<file path="config.mk">
export PLATFORM = sky130hd
export DESIGN_NAME = seq_pattern_tx
export DESIGN_NICKNAME = d
export VERILOG_FILES = /design/src/rtl/seq_tx_pkg.sv /design/src/rtl/seq_tx_tick.sv /design/src/rtl/seq_pattern_tx.sv
export SDC_FILE = /design/constraint.sdc
export NUM_CORES = 1
export LEC_CHECK = 0
export CAP_MARGIN = 20
export CELL_PAD_IN_SITES_DETAIL_PLACEMENT = 1
export CELL_PAD_IN_SITES_GLOBAL_PLACEMENT = 1
export CORE_MARGIN = 2
export CORE_UTILIZATION = 40
export DETAILED_ROUTE_END_ITERATION = 6
export HOLD_SLACK_MARGIN = 0.08
export PLACE_DENSITY_LB_ADDON = 0.1
export SKIP_CTS_REPAIR_TIMING = 1
export SLEW_MARGIN = 20
export SYNTH_ARGS = -nofsm -noshare
export SYNTH_HDL_FRONTEND = slang
export SYNTH_SLANG_ARGS = --single-unit
</file>
<file path="constraint.sdc">
create_clock -name clk -period 5.89 [get_ports clk]
set_input_delay 1.4725 -clock clk [delete_from_list [all_inputs] [get_ports clk]]
set_output_delay 1.4725 -clock clk [all_outputs]
set_load 0.1 [all_outputs]
</file>
<file path="src/rtl/seq_tx_pkg.sv">
// Shared types and default constants for the serial test-pattern transmitter.
package seq_tx_pkg;

  typedef enum logic [1:0] {
    IDLE = 2'd0,
    SEND = 2'd1,
    DONE = 2'd2
  } state_e;

  localparam int unsigned PAT_W_DEF    = 8;
  localparam int unsigned TICK_DIV_DEF = 100_000_000;
  localparam int unsigned LEN_W_DEF    = 5;

endpackage

</file>
<file path="src/rtl/seq_tx_tick.sv">
// Free-running auto-advance divider: one-cycle tick_c when the count reaches TICK_DIV-1.
module seq_tx_tick
  import seq_tx_pkg::*;
#(
  parameter int unsigned TICK_DIV = TICK_DIV_DEF
) (
  input  logic clk,
  input  logic rst_n,
  input  logic clr,
  input  logic en,
  output logic tick_c
);

  localparam int unsigned CNT_W = $clog2(TICK_DIV);
  localparam logic [CNT_W-1:0] LAST = CNT_W'(TICK_DIV - 1);

  logic [CNT_W-1:0] cnt;

  always_ff @(posedge clk or negedge rst_n) begin
    if (!rst_n) begin
      cnt <= '0;
    end else if (clr) begin
      cnt <= '0;
    end else if (en) begin
      cnt <= (cnt == LAST) ? '0 : cnt + CNT_W'(1);
    end
  end

  assign tick_c = en && !clr && (cnt == LAST);

endmodule

</file>
<file path="src/rtl/seq_pattern_tx.sv">
// Serial test-pattern transmitter: sends a latched pattern MSB-first, one bit per advance.
// Optional SEQ_TX_LOOP_EN adds a stop input and continuous pattern repetition.
module seq_pattern_tx
  import seq_tx_pkg::*;
#(
  parameter int unsigned PAT_W    = PAT_W_DEF,
  parameter int unsigned TICK_DIV = TICK_DIV_DEF,
  parameter int unsigned LEN_W    = LEN_W_DEF
) (
  input  logic             clk,
  input  logic             rst_n,
  input  logic             start,
  input  logic             step,
  input  logic             auto,
  input  logic [PAT_W-1:0] pattern,
  input  logic [LEN_W-1:0] len,
  output logic             bit_out,
  output logic             bit_valid,
  output logic             busy,
  output logic             done,
  output logic [LEN_W-1:0] bit_idx
`ifdef SEQ_TX_LOOP_EN
  ,
  input  logic             stop
`endif
);

  state_e state, state_d;

  logic [PAT_W-1:0] sreg, sreg_d;
  logic [LEN_W-1:0] len_q, len_d, bit_idx_d;
  logic             bit_out_d, bit_valid_d, busy_d, done_d;
`ifdef SEQ_TX_LOOP_EN
  logic [PAT_W-1:0] pat_q, pat_d;
`endif

  logic [LEN_W-1:0] eff_len_c;
  logic [PAT_W-1:0] aligned_c;
  logic             last_c, tick_c, advance_c, tick_clr_c;

  // Out-of-range lengths fall back to the full pattern; the pattern is left-justified so the MSB is sent first.
  assign eff_len_c  = (len == '0 || len > LEN_W'(PAT_W)) ? LEN_W'(PAT_W) : len;
  assign aligned_c  = pattern << (LEN_W'(PAT_W) - eff_len_c);
  assign last_c     = (bit_idx == len_q - LEN_W'(1));
  assign advance_c  = auto ? tick_c : step;
  assign tick_clr_c = !auto || (state != SEND);

  seq_tx_tick #(
    .TICK_DIV(TICK_DIV)
  ) u_tick (
    .clk   (clk),
    .rst_n (rst_n),
    .clr   (tick_clr_c),
    .en    (state == SEND),
    .tick_c(tick_c)
  );

  // State and registered outputs.
  always_ff @(posedge clk or negedge rst_n) begin
    if (!rst_n) begin
      state     <= IDLE;
      sreg      <= '0;
      len_q     <= '0;
      bit_idx   <= '0;
      bit_out   <= 1'b0;
      bit_valid <= 1'b0;
      busy      <= 1'b0;
      done      <= 1'b0;
`ifdef SEQ_TX_LOOP_EN
      pat_q     <= '0;
`endif
    end else begin
      state     <= state_d;
      sreg      <= sreg_d;
      len_q     <= len_d;
      bit_idx   <= bit_idx_d;
      bit_out   <= bit_out_d;
      bit_valid <= bit_valid_d;
      busy      <= busy_d;
      done      <= done_d;
`ifdef SEQ_TX_LOOP_EN
      pat_q     <= pat_d;
`endif
    end
  end

  // Next-state and next-output logic.
  always_comb begin
    state_d     = state;
    sreg_d      = sreg;
    len_d       = len_q;
    bit_idx_d   = bit_idx;
    bit_out_d   = bit_out;
    bit_valid_d = 1'b0;
    busy_d      = busy;
    done_d      = 1'b0;
`ifdef SEQ_TX_LOOP_EN
    pat_d       = pat_q;
`endif
    unique case (state)
      IDLE: begin
        busy_d = 1'b0;
        if (start) begin
          state_d     = SEND;
          sreg_d      = aligned_c;
          len_d       = eff_len_c;
          bit_idx_d   = '0;
          bit_out_d   = aligned_c[PAT_W-1];
          bit_valid_d = 1'b1;
          busy_d      = 1'b1;
`ifdef SEQ_TX_LOOP_EN
          pat_d       = aligned_c;
`endif
        end
      end
      SEND: begin
        busy_d = 1'b1;
`ifdef SEQ_TX_LOOP_EN
        if (stop) begin
          state_d = DONE;
          done_d  = 1'b1;
          busy_d  = 1'b0;
        end else if (advance_c) begin
          bit_valid_d = 1'b1;
          if (!last_c) begin
            sreg_d    = sreg << 1;
            bit_out_d = sreg[PAT_W-2];
            bit_idx_d = bit_idx + LEN_W'(1);
          end else begin
            sreg_d    = pat_q;
            bit_out_d = pat_q[PAT_W-1];
            bit_idx_d = '0;
          end
        end
`else
        if (advance_c) begin
          if (!last_c) begin
            sreg_d      = sreg << 1;
            bit_out_d   = sreg[PAT_W-2];
            bit_idx_d   = bit_idx + LEN_W'(1);
            bit_valid_d = 1'b1;
          end else begin
            state_d = DONE;
            done_d  = 1'b1;
            busy_d  = 1'b0;
          end
        end
`endif
      end
      DONE: begin
        state_d = IDLE;
        busy_d  = 1'b0;
      end
      default: begin
        state_d = IDLE;
        busy_d  = 1'b0;
      end
    endcase
  end

endmodule

</file>
==> flow_summary.ini <==
[status]
outcome = finished, final reports clean

[worst_setup_path]
slowest_delay_ps = 660
crit_arrival_ps = 4410
setup.worst_path.end_class = flop
cp_cell_sequence = clkdlybuf4s50_1, nor3b_4, inv_2, ha_1, xnor2_1, mux2_2, a22o_1, mux2_2
reg2reg_slack_ps = 3670
rr_startpoint = u_tick.cnt[0]
critical_path_class = input port to flop
cp_max_fo = 9
startpoint_type = input port
worstReg2RegEnd = bit_out
cp_slowest_cell = xnor2_1
reg2regPathDepth = 7
crit_top_cell = mux2_2
worstPathRequired_ps = 6070

[layout]
utilization = 0.481
drive_gt1_frac = 0.116
antenna_cells = 0
layout.nets = 323
fillerInstances = 751
design_area_um2 = 3250
area_growth_syn_to_layout_pct = 16.9

[routing]
routedWlPerCell_um = 15.9
drtIter0Drc = 119
drtAntennaViolNets = 0
num_vias = 2036
drcViolationCount = 0
finalWirelength_um = 6080
drt_first_pass_iters = 4
via_per_inst = 5.33

[timing]
min_period_ps = 4230
layout_setup_ws_ps = 1660
rsz0062_at_grt = false
setup_tns_ps = 0
fmax_mhz = 236
clock-skew-final_ps = 16.4
hold_ws_ps = 489
finalMaxSlewViolations = 0
period_share = 0.718
tightest_slew_ps = 972
hold_violations = 0
slew_headroom = 0.350
setup_viol = 0

[synth]
synthArstFlopShare = 1.00
synth-seq-cells = 50
synth_area_leaders = dfrtp_1, xnor2_1, nor2_1
synth_edf_count = 0
yosys.area.top_type = dfrtp_1
synth_top_area_share = 0.450
syn_avg_cell_area_um2 = 10.2
syn_inst = 272
syn-num-nets = 294
ys_seq_area_frac = 0.450
ys.flop_type = dfrtp_1
ys_warn_count = 0
ys_types = 47
synth_area_um2 = 2780

[clocking]
cts_buffers = 5
cts_root_buf = clkbuf_8
cts_buffer_depth = 2
tritoncts = done
insertion_delay_ps = 310
cts.clk_slew.worst_paths_ps = 90
htreeDepth = 2
clock-sinks = 50

[grt]
grt_overflow = 0
grt.total_usage = 0.176
antenna_found_initial = 0
grt_pass1_vias = 2206
grt_pass1_wl_um = 10700
grt_max_degree = 51

[floorplan]
fp.dieH_um = 87.4
dieArea_um2 = 7640
core_area_um2 = 6760
ios = 27
rows = 30
initial_core_util = 0.412
die_w_um = 87.4

[power]
powerDensity_nw_per_um2 = 420
vdd_drop_max_uv = 192
leakage_nw = 1.41

[min_path]
hold_end = state[0]
hp-class = flop to flop
worstHoldPathCells = 1
hp-start = state[1]

[placement]
gp_congestion = 0.809
numPortBuffers = 26
dp_slack_ps = 1340
placed_cell_area_um2 = 3130
dp_hpwl_um = 4470

[run]
max_cap_violations = 0
-- metrics by stage --
step                      power (W)  std cells
after floorplan            0.000961        272
after global placement      0.00110        374
after detailed placement    0.00112        374
after CTS                   0.00139        382
after global routing        0.00146        382
final                       0.00136        382
-- critical path: cells and delay by family --
| family | cells | cell delay, ps |
|---|---|---|
| AO/OA/AOI/OAI | 1 | 200 |
| XOR/XNOR | 1 | 660 |
| adder cells (fa/ha/maj) | 1 | 310 |
| buffers and inverters | 2 | 610 |
| multiplexers | 2 | 670 |
| AND/OR/NAND/NOR | 1 | 490 |
-- worst max-delay path by stage --
stage / from / endpoint / slack (ps) / depth (start not counted)
after floorplan: len[3] / bit_out / 2210 / 8
after global placement: len[3] / bit_out / 1500 / 8
after detailed placement: len[3] / bit_out / 1340 / 8
after CTS: len[3] / bit_out / 1670 / 8
after global routing: len[3] / bit_out / 1510 / 8
final: len[3] / bit_out / 1660 / 8
-- state kept, by name, summed over array words and instances (netlist names) --
signal	cells
busy	1
done	1
bit_idx	5
bit_out	1
state	2
bit_valid	1
u_tick.cnt	27
sreg	7
len_q	5
-- kinds of logic after synthesis --
| group | share of synthesized area |
|---|---|
| and+or+nand+nor | 0.230 |
| buffers and inverters | 0.0216 |
| adders and majority gates | 0.0180 |
| DFF | 0.450 |
| AOI/OAI and AO/OA | 0.0737 |
| xor gates and xnor gates | 0.115 |
| muxes | 0.0922 |
-- Yosys cell counts, types with 2 or more instances --
library cell   n
inv_1          8
nor4b_1        2
nor2b_1        2
a22o_1         3
clkbuf_1       3
dfrtp_1       50
o21ai_0        3
ha_1           4
o41ai_1        2
nor3b_2        2
nor3_1         2
nand4_1        8
a211oi_1       6
and2_1         4
xnor2_1       18
nor3_2         2
buf_2          3
nor2_1        39
mux2_2         9
and3_1         7
mux4_2         2
mux2i_1       11
and4_1         4
xor2_1        16
a21oi_1        2
nand2_1       29
nand3_1       11
-- per-layer routing --
| metal | vias to the layer above | routed length (um) | global-route usage |
|---|---|---|---|
| met2 | 19 | 2890 | 0.295 |
| met1 | 1004 | 3010 | 0.236 |
| li1 | 1008 | - | - |
| met4 | 0 | 51 | 0.0406 |
| met3 | 5 | 122 | 0.0322 |
| met5 | - | 0 | 0 |
-- power by group --
part / switching, W / total [W] / internal (W)
Clock: 0.000120 / 0.000260 / 0.000140
Sequential: 0.0000661 / 0.000474 / 0.000408
Combinational: 0.000407 / 0.000631 / 0.000224
Total: 0.000593 / 0.00136 / 0.000772
-- placed cells by master (no fill, tap or decap), types with 2 or more instances in the layout --
cell type / instances
clkdlybuf4s50_1: 25
mux2_2: 9
a21oi_1: 2
o41ai_1: 2
xor2_1: 16
nor4b_1: 2
mux4_2: 2
ha_1: 4
nor3_1: 2
clkbuf_8: 6
and2_1: 4
and4_1: 4
nand4_1: 8
nor2_1: 39
o21ai_0: 3
mux2i_1: 11
a22o_1: 3
nand3_1: 10
dfrtp_1: 50
nand2_1: 29
nor3b_2: 2
a211oi_1: 6
nor3_2: 2
xnor2_1: 18
inv_1: 8
buf_4: 2
nor2b_1: 2
and3_1: 7
-- final cells by class --
| cell class | count | area (um^2) | area share |
|---|---|---|---|
| Multi-Input combinational cell | 207 | 1480 | 0.454 |
| Tap cell | 80 | 100 | 0.0308 |
| Clock buffer | 6 | 82.6 | 0.0254 |
| Sequential cell | 50 | 1250 | 0.385 |
| Clock inverter | 2 | 38.8 | 0.0119 |
| Inverter | 9 | 33.8 | 0.0104 |
| Timing Repair Buffer | 28 | 270 | 0.0831 |
Note: power is estimated with default switching activity, not from simulation.
